`config.mk`:
```
export PLATFORM = sky130hd
export DESIGN_NAME = digest_serializer_256b
export DESIGN_NICKNAME = d
export VERILOG_FILES = /design/src/rtl/digest_serializer_256b.sv
export SDC_FILE = /design/constraint.sdc
export NUM_CORES = 1
export LEC_CHECK = 0
export ABC_AREA = 1
export BUFFER_PORTS_ARGS = -buffer_cell sky130_fd_sc_hd__buf_2
export CAP_MARGIN = 20
export CORE_MARGIN = 5
export CORE_UTILIZATION = 30
export DETAILED_ROUTE_END_ITERATION = 10
export GPL_TIMING_DRIVEN = 0
export PLACE_DENSITY = 0.45
export SKIP_LAST_GASP = 1
export SYNTH_ARGS = -nofsm -noshare
export SYNTH_HDL_FRONTEND = slang
export SYNTH_SLANG_ARGS = --single-unit
```
`constraint.sdc`:
```
create_clock -name clk -period 14.3 [get_ports clk]
set_input_delay 1.43 -clock clk [delete_from_list [all_inputs] [get_ports clk]]
set_output_delay 1.43 -clock clk [all_outputs]
set_load 0.05 [all_outputs]
```
`src/rtl/digest_serializer_256b.sv`:
```
// digest_serializer_256b
// Accepts a full digest word on a valid/ready handshake and streams it out
// MSB-first as NBYTES bytes on a valid/ready byte interface. The last byte is
// tagged with out_last. Back-to-back digests chain with no idle cycle.
// The shift register is cleared whenever the block returns to IDLE.

module digest_serializer_256b #(
  parameter int NBYTES = 32
) (
  input  logic                  clk,
  input  logic                  rst,
  input  logic                  dig_valid,
  output logic                  dig_ready,
  input  logic [8*NBYTES-1:0]   dig_data,
  output logic                  out_valid,
  input  logic                  out_ready,
  output logic [7:0]            out_data,
  output logic                  out_last,
  output logic                  busy
);

  localparam int DW = 8 * NBYTES;
  localparam int CW = (NBYTES > 1) ? $clog2(NBYTES) : 1;
  localparam logic [CW-1:0] LAST_CNT = CW'(NBYTES - 1);

  typedef enum logic {
    IDLE = 1'b0,
    SEND = 1'b1
  } state_t;

  state_t          state_q, state_d;
  logic [DW-1:0]   shreg_q, shreg_d;
  logic [CW-1:0]   cnt_q,   cnt_d;

  logic            send_s;
  logic            last_s;
  logic            byte_hs_s;

  // Output decode, taken straight from the registered state.
  always_comb begin
    send_s    = (state_q == SEND);
    last_s    = send_s && (cnt_q == LAST_CNT);
    byte_hs_s = send_s && out_ready;
    out_valid = send_s;
    busy      = send_s;
    out_data  = shreg_q[DW-1 -: 8];
    out_last  = last_s;
    // Combinational out_ready -> dig_ready path lets frames chain without a bubble.
    dig_ready = !send_s || (last_s && out_ready);
  end

  // Next-state logic: load, shift on each accepted byte, clear on frame end.
  always_comb begin
    state_d = state_q;
    shreg_d = shreg_q;
    cnt_d   = cnt_q;
    case (state_q)
      IDLE: begin
        if (dig_valid) begin
          state_d = SEND;
          shreg_d = dig_data;
          cnt_d   = {CW{1'b0}};
        end else begin
          state_d = IDLE;
        end
      end
      SEND: begin
        if (byte_hs_s) begin
          if (last_s) begin
            if (dig_valid) begin
              // Chain the next digest directly onto the finished frame.
              state_d = SEND;
              shreg_d = dig_data;
              cnt_d   = {CW{1'b0}};
            end else begin
              // Frame done: zeroize the buffer on the way back to IDLE.
              state_d = IDLE;
              shreg_d = {DW{1'b0}};
              cnt_d   = {CW{1'b0}};
            end
          end else begin
            shreg_d = {shreg_q[DW-9:0], 8'h00};
            cnt_d   = cnt_q + CW'(1);
          end
        end else begin
          // Backpressure: everything holds.
          state_d = SEND;
        end
      end
      default: begin
        state_d = IDLE;
        shreg_d = {DW{1'b0}};
        cnt_d   = {CW{1'b0}};
      end
    endcase
  end

  // State registers with asynchronous clear; reset discards any partial frame.
  always_ff @(posedge clk or posedge rst) begin
    if (rst) begin
      state_q <= IDLE;
      shreg_q <= {DW{1'b0}};
      cnt_q   <= {CW{1'b0}};
    end else begin
      state_q <= state_d;
      shreg_q <= shreg_d;
      cnt_q   <= cnt_d;
    end
  end

endmodule

```
### Word level (Yosys, flattened, before mapping)

Index checks and enable logic that the tools add are counted.

* input port bits: 260
* logic and storage cells: 27
* flip-flop bits (word level): 262
* output and inout port bits: 12

* bitwise gates (word level): 1
* muxes and demuxes: 13
* reduce and logical (&&, ||, !) cells: 6
* equal/unequal tests: 3
* add/subtract/negate cells: 1

Operators by type and width (number)
* $mux W256: 4
* $pmux W256 S2: 1
* $mux W5: 3
* $pmux W5 S2: 1
* $add A5 B1 Y5 const B: 1
* $eq A5 B5 Y1 const B: 1
* $logic_and A1 B1 Y1: 3
* $mux W1: 3
* $ne A2 B1 Y1 const B: 1
* $ne A2 B2 Y1 const B: 1
* $pmux W1 S2: 1
* $reduce_and A2 Y1: 1
* $logic_not A1 Y1: 1
* $logic_or A1 B1 Y1: 1
* $not A1 Y1: 1

### Longest topological paths before layout

Gate-level depths: netlist (run 1).

* depth in word-level cells: 5
* depth in mapped cells: 11
* gate-level depth less buffers: 9

### Worst setup path after synthesis (run 1)

No wires, ideal clock.

* kind: input-to-output
* start: input out_ready
* end: output dig_ready
* required time: 12870 ps
* slack: 11055 ps
* arrival time: 1815 ps
* path buffers: 0
* stages on the path: 2
* path through: nand2_1 > nand2_1

* cells in the longest elaborated chain, start to end: 2

RTL lines
* from (decl): line 16 `input logic out_ready,`
* $logic_and A1 B1 Y1: line 49 `dig_ready = !send_s || (last_s && out_ready);`
* $logic_or A1 B1 Y1: line 49
* to (decl): line 13 `output logic dig_ready,`

Every way passes these cells.

### Worst setup path after layout (run 1)

* start: register state_q, in the netlist busy
* end: output out_last

* cells in the longest elaborated chain, start to end: 1

RTL lines
* from (decl): line 31 `state_t state_q, state_d;`
* from (signal assigned): line 105 `state_q <= state_d;`
* $logic_and A1 B1 Y1: line 42 `last_s = send_s && (cnt_q == LAST_CNT);`
* to (decl): line 18 `output logic out_last,`

Every way passes these cells.

==> results.md, run 1 <==
- Outcome: finished, final reports clean
- Synth Area in Compound Gates: 8.36%
- Die span in y: 233 um
- Post-synth cell types: 16
- Number of cells after detailed placement: 3,174
- Largest net degree at the start of global routing: between 100 and 150
- CTS Sinks: 262
- Worst-margin pin slew: a little under 0.6 ns
- Slowest stage delay, CP: approximately 0.43 ns
- Power share of the clock group: 35.3%
- H-tree levels: 2
- Worst Path Max Fanout: 10
- RSZ-0062 raised after global routing: no
- GRT overflow: 0
- Clock Latency Late Sink: 0.53 ns
- Flop pwr share: 42.6%
- Worst-path cell chain: buf_6, buf_2, buf_2, nand2_1, inv_1, buf_2
- Crit-path leading delay family: buffers and inverters
- Port buffer count: 271
- Row cnt: 81
- Antenna violations before repair: 0
- Max IR drop VDD: 0.0690 mV
- Drt total wl: about 50,000 um
- Nets: ~2,800
- Sw Pwr: ~0.00077 W
- Fill cells: around 5,600
- Worst EP required: 12.87 ns
- Top cells by area, synth: dfrtp_1, nor2_1, nand3_1
- Sequential-to-total area share from yosys stat: 43.8%
- Vias in the first global route: 14,800
- Final Setup Violations: 0
- Main combinational cell family by area after synthesis: simple AND/OR/NAND/NOR gates
- DRC: 0
- Crit end category: output port
- Routed vias/inst: 4.49
- Ports: 272
- Worst Hold Class: flip-flop to flip-flop
- Switch share: about 31%
- WP data arrival: 2.11 ns
- Pins over their slew limit: 0
- Core Box Area: 49,200 um^2
- Final Wtd Congestion: 0.809
- Final HPWL from detailed placement: 37,400 um
- Adder-cell share of the synthesized area: less than 1%
- Top cell type's share of synthesized area: 43.8%
- Total GRT Usage: 18.1%
- Worst path buffer plus inverter count: 5
- Slowest cell on crit path: dfrtp_1
- Post-CTS Setup Bufs: 0
- Yosys reg bits: 262
- Max_cap viols: 0
- CP dominant cell by count: buf_2
- Cells after Synth: 2,237
- Post-Syn Nets: 2,499
- Hold Violations, Final: 0
- Warnings from Yosys: 0
- Crit share post-route: between 20 and 25%
- Share of layout cells above drive strength 1: 18.7%
- Post-CTS Hold Buffers: 0
- Post-Syn Area: 15,000 um^2
- Effective utilization at floorplan: 30.5%
- PwrDens: 135 nW/um^2
- First-pass iteration count of the detailed router: 5
- Pint: 0.00171 W
- Mux cell area share after synthesis: 0%
- CTS Buf Count: 34
- Post-Layout Cell Count: 3,233
- Area Growth Syn to Fin: 22.6%
- Worst Setup Start Kind: flip-flop
- Synth area leader: dfrtp_1
- WL/cell: 15.5 um
- Final Skew: 0.0127 ns
- Fraction of power consumed by combinational cells: 22.1%
- Antenna-violating nets left: 0
- Setup CP Type: flip-flop to output port
- Fmax: ~0.28 GHz
- Fin Setup TNS: 0 ns
- Crit path time final: 3.54 ns
- Clk pin slew, worst setup/hold paths: 0.06 ns
- Root Driver: clkbuf_16
- CTS tree: yes
- Via Count: 14,500
- Width of the chip: approximately 230 um
- Post-cts resize count: 0
- Max-slew headroom: 61.4%
- Simple-gate area share of the yosys netlist: 34.5%
- Static Leak: 10.0 nW
- Maximum buffer depth of the clock tree: 3
- Initial DRC count: ~790
- Syn Area/Cell: 6.69 um^2
- Global-route wire length before repair: 78,500 um
- Die ar.: 54,500 um^2
- Xor-xnor portion of the synthesized cell area: less than 1%
flip-flops by register name, summed over array words and instances (netlist names):
signal / flops
shreg_q: 256
cnt_q: 5
busy: 1
path summary, 6_finish.rpt:
kind | slack, ns | from | cells past startpoint | endpoint
setup reg to reg | 11.72 | cnt_q[0] | 10 | shreg_q[254]
hold / removal | 0.49 | cnt_q[4] | 2 | cnt_q[4]
setup / recovery | 10.76 | busy | 6 | out_last
max in group asynchronous | 12.39 | rst | 3 | shreg_q[33]
min in group asynchronous | 0.95 | rst | 2 | shreg_q[255]
hold reg to reg | 0.49 | cnt_q[4] | 2 | cnt_q[4]
per-stage QoR:
step	cell area [um^2]	power, W	setup slack [ns]	util, %	hold WS, ns
2_1_floorplan	15000	0.00145	5.66	-	0.448
3_3_place_gp	17200	0.00161	1.83	34.9	0.463
3_5_place_dp	17200	0.00162	10.87	35.0	0.472
4_1_cts	18300	0.00251	10.71	37.3	0.487
5_1_grt	18300	0.00264	10.61	37.3	0.515
6_report	18400	0.00248	10.76	37.3	0.486
synthesized netlist by cell type:
cell type / n
nand2_1: 284
ha_1: 2
buf_2: 112
nand4_1: 1
xnor2_1: 1
buf_6: 13
clkbuf_1: 26
buf_8: 1
inv_2: 2
nand3_1: 258
buf_4: 24
inv_1: 254
a21oi_1: 249
o21ai_0: 1
dfrtp_1: 262
nor2_1: 747
logic make-up after synthesis:
logic type,after synthesis
AND/OR/NAND/NOR,1290
buffers and inverters,432
AO/OA/AOI/OAI,250
flip-flops,262
adder cells (fa/ha/maj),2
XOR/XNOR,1
worst min-delay path: stages, from the launching register on:
cell and delay [ns]:
dfrtp_1 0.35, nand2_1 0.06, nand2_1 0.05
power groups by stage:
stage                     logic [W]  clock network (W)  registers, W
after global routing       0.000635           0.000931       0.00108
after CTS                  0.000557           0.000903       0.00105
after global placement     0.000544                  0       0.00106
after floorplan            0.000416                  0       0.00103
after detailed placement   0.000555                  0       0.00107
final                      0.000546           0.000875       0.00105
layout by cell type, fill, tap and decap left out:
cell	count
nor2_1	747
buf_2	383
nand2_1	284
dfrtp_1	262
nand3_1	258
inv_1	253
a21oi_1	249
clkbuf_16	37
clkbuf_1	31
buf_4	24
buf_6	13
clkinv_2	7
clkbuf_8	6
inv_2	2
ha_1	2
bufinv_16	2
buf_16	2
diode_2	1
xnor2_1	1
o21ai_0	1
nand4_1	1
buf_8	1
inv_8	1
clkinvlp_4	1
routing by layer:
| layer | up-vias | global-route usage (%) | share of wire [%] |
|---|---|---|---|
| met5 | - | 0 | 0 |
| met4 | 0 | 5.03 | 2.1 |
| met3 | 64 | 2.39 | 3.9 |
| met2 | 264 | 30.0 | 47 |
| met1 | 6684 | 25.0 | 47 |
| li1 | 7500 | - | - |
final cells by class:
cell class,instances,area [um^2],area share [%]
antenna,1,2.50,0.0136
buffer,176,1000,5.45
clock buffer,48,1030,5.60
clock inverter,10,103,0.559
inverter,256,968,5.28
multi-input combinational,1543,6450,35.2
sequential,262,6560,35.7
tap,664,831,4.53
timing repair buffer,273,1410,7.69
No activity file was read; power rests on OpenSTA's default activity.
==> inputs of run 2 (changes only) <==
Settings changed: ABC_AREA 1 to 0, PLACE_DENSITY 0.45 to 0.46.
Clock period 14.3 ns to 3.5 ns, I/O delays scaled along.
==> results.md, run 2 <==
- Switch share: 27.2% (-3.8 points)
- Syn Area/Cell: 10.7 um^2 (+60%)
- Pint: 0.00634 W (+270%)
- Initial DRC count: 607 (-23%)
- Fill cells: 4,159 (-25%)
- CTS tree: yes
- Synth area leader: dfrtp_1
- Final HPWL from detailed placement: 29,600 um (-21%)
- Fin Hold WS: 0.0474 ns (-0.438 ns)
- Post-CTS Setup Bufs: 0 (unchanged)
- WL met2: 18,600 um (-20%)
- Worst Hold Class: input port to flip-flop
- Nets: 1,740 (-38%)
- Post-Syn Area: 12,400 um^2 (-17%)
- Worst-margin pin slew: 0.750 ns (+0.171 ns)
- Setup crit start: cnt_q[0]
- Worst Reg-to-Reg Cells: 9 (-1)
- First-pass iteration count of the detailed router: 4 (-1)
- Number of flip-flops in the largest register: 256 (unchanged)
- Static Leak: 6.22 nW (-38%)
- Die ar.: 45,700 um^2 (-16%)
- Fraction of power consumed by combinational cells: 14.4% (-7.7 points)
- Met1 WL: 18,300 um (-22%)
- Sw Pwr: 0.00236 W (+210%)
- Crit path time final: 2.46 ns
- Clk pin slew, worst setup/hold paths: 0.06 ns (about the same)
- Final Power: 0.00870 W (+250%)
- Yosys reg bits: 262 (unchanged)
- Pins over their slew limit: 0 (unchanged)
- Ports: 272 (unchanged)
- Max-slew headroom: 49.9% (-11 points)
- H-tree levels: 2 (unchanged)
- Antenna-violating nets left: 0 (unchanged)
- Final worst slack: 1.04 ns (-9.72 ns)
- Post-synth cell types: 30 (+14)
- Total GRT Usage: 17.2% (-0.89 points)
- WP data arrival: 2.92 ns (+0.81 ns)
- Antenna violations before repair: 10 (+10)
- Hold Violations, Final: 0 (unchanged)
- R2R Setup Slk: 1.04 ns (-10.68 ns)
- Port buffer count: 270 (-0.37%)
- Final Skew: 0.0179 ns (+0.00527 ns)
- Drt total wl: 40,000 um (-20%)
- Global-route wire length before repair: 61,700 um (-22%)
- CTS Sinks: 262 (unchanged)
- Worst Path Max Fanout: 10 (unchanged)
- CTS Buf Count: 34 (unchanged)
- Commonest cells after routing, fill and taps aside: nor2_1, buf_2, dfrtp_1
- Share of layout cells above drive strength 1: 37.3% (+19 points)
- Max_cap viols: 0 (unchanged)
- Effective utilization at floorplan: 30.4% (-0.040 points)
- Clock Latency Late Sink: 0.53 ns (about the same)
- Asr flop ratio synth: 100% (unchanged)
- Final Setup Violations: 0 (unchanged)
- Dpl ws: 0.966 ns (-9.90 ns)
- Critical Path Sink: shreg_q[105]
- Count leader, synth: nor2_1
- Top cells by area, synth: dfrtp_1, a221oi_2, nor2_1
- Ys flop type: dfrtp_1
- GRT overflow: 0 (unchanged)
- Post-Syn Nets: 1,425 (-43%)
- Width of the chip: 214 um (-8.4%)
- Row cnt: 74 (-8.6%)
- Die span in y: 214 um (-8.4%)
- RSZ-0062 raised after global routing: no
- Setup CP Type: flip-flop to flip-flop
- Maximum buffer depth of the clock tree: 3 (unchanged)
- PwrDens: 553 nW/um^2 (+310%)
- Vias in the first global route: 10,900 (-27%)
- Met3 WL: 2040 um (+6.0%)
- Fmax: 0.406 GHz
- R2R Path End: shreg_q[105]
- EDFF count, synth: 0 (unchanged)
- Commonest non-fill, non-tap cell in the layout: nor2_1
- Crit end category: flip-flop
- DR top layer: met5
- Max IR drop VDD: 0.300 mV (+330%)
- Worst EP required: 3.95 ns (-8.92 ns)
- Core Box Area: 40,900 um^2 (-17%)
- Biggest register: shreg_q
- Worst Setup Start Kind: flip-flop
- WL/cell: 19.6 um (+27%)
- Routed vias/inst: 5.03 (+12%)
- Cells after Synth: 1,163 (-48%)
- Power share of the clock group: 40.4% (+5.1 points)
- Area Growth Syn to Fin: 26.6%
- Outcome: finished, final reports clean
- Via Count: 10,200 (-29%)
- Final Wtd Congestion: 0.763 (-5.6%)
- Largest net degree at the start of global routing: 39 (-62%)
- Sequential-to-total area share from yosys stat: 52.7% (+8.9 points)
- Flop pwr share: 45.2% (+2.6 points)
- Top cell type's share of synthesized area: 52.7% (+8.9 points)
- Root Driver: clkbuf_16
- DRC: 0 (unchanged)
- Crit share post-route: 70.4%
- Warnings from Yosys: 0 (unchanged)
- Post-synth top cells: nor2_1, dfrtp_1, a221oi_2
- R2r startpoint: cnt_q[0]
==> run 2: cell count changes after synthesis, sizes merged, moves of 248 or more <==
cell	previous run	this run
a221oi	0	248
nor2	747	496
nand3	258	1
inv	256	2
nand2	284	3
a21oi	249	0
==> run 2: timing repair <==
| action | in CTS | in global routing |
|---|---|---|
| endpoints found under the hold margin | 28 | 0 |
| hold buffers | 2 | 0 |
| gates resized for setup | 0 | 0 |
==> run 2: cell type report <==
type,count,area [um^2],share of cell area (%)
multi-input cells,776,5100,32.4
plain buffers,123,785,4.98
well taps,532,666,4.23
inverters,2,11.3,0.0715
diodes,6,15.0,0.0953
clock inverters,7,114,0.723
clock buffers,51,996,6.32
repair buffers,279,1510,9.59
flip-flops and latches,262,6560,41.6
==> run 2: kinds of logic after synthesis <==
kind of cell / after synthesis / synth area share (%)
buf+inv: 125 / 6.36
simple gates: 508 / 15.5
flops: 262 / 52.7
compound gates: 263 / 24.9
fa+ha+maj: 2 / 0.201
mux: 3 / 0.352
==> run 2: worst max-delay path, cell delays in order (launching register included) <==
cell and delay, ns:
dfrtp_1 0.41, ha_1 0.23, and3_1 0.19, ha_1 0.22
nor2b_1 0.11, buf_2 0.26, buf_2 0.35, buf_2 0.35
a221oi_1 0.15, nor2_1 0.12
==> run 2: metrics by stage <==
step	util (%)	instance area, um^2	instances	setup TNS [ns]
floorplan	-	12500	1163	-80.05
global placement	35.4	14500	1965	-617.86
detailed placement	35.7	14600	1972	0
CTS	38.5	15700	2032	0
global route	38.5	15800	2038	0
finish	38.5	15800	2038	0
==> run 2: how the worst min path moves through the flow <==
| stage | from | to | slack, ns | cells past startpoint |
|---|---|---|---|---|
| 6_report | dig_data[6] | shreg_q[6] | 0.05 | 2 |
| 5_1_grt | dig_data[5] | shreg_q[5] | 0.03 | 2 |
| 4_1_cts | dig_data[6] | shreg_q[6] | 0.005 | 2 |
| 3_5_place_dp | cnt_q[3] | cnt_q[3] | 0.47 | 1 |
| 3_3_place_gp | cnt_q[3] | cnt_q[3] | 0.46 | 1 |
| 2_1_floorplan | cnt_q[3] | cnt_q[3] | 0.44 | 1 |
==> run 2: power by group through the flow <==
| stage | sequential (W) | clock [W] | combinational, W |
|---|---|---|---|
| 2_1_floorplan | 0.00388 | 0 | 0.000878 |
| 3_3_place_gp | 0.00398 | 0 | 0.00124 |
| 3_5_place_dp | 0.00399 | 0 | 0.00128 |
| 4_1_cts | 0.00394 | 0.00364 | 0.00128 |
| 5_1_grt | 0.00400 | 0.00375 | 0.00142 |
| 6_report | 0.00393 | 0.00351 | 0.00126 |
==> run 2: routing by layer <==
layer	global-route usage (%)	vias up
li1	-	4863
met5	0	-
met4	5.68	8
met1	24.3	5060
met3	3.12	63
met2	27.0	247
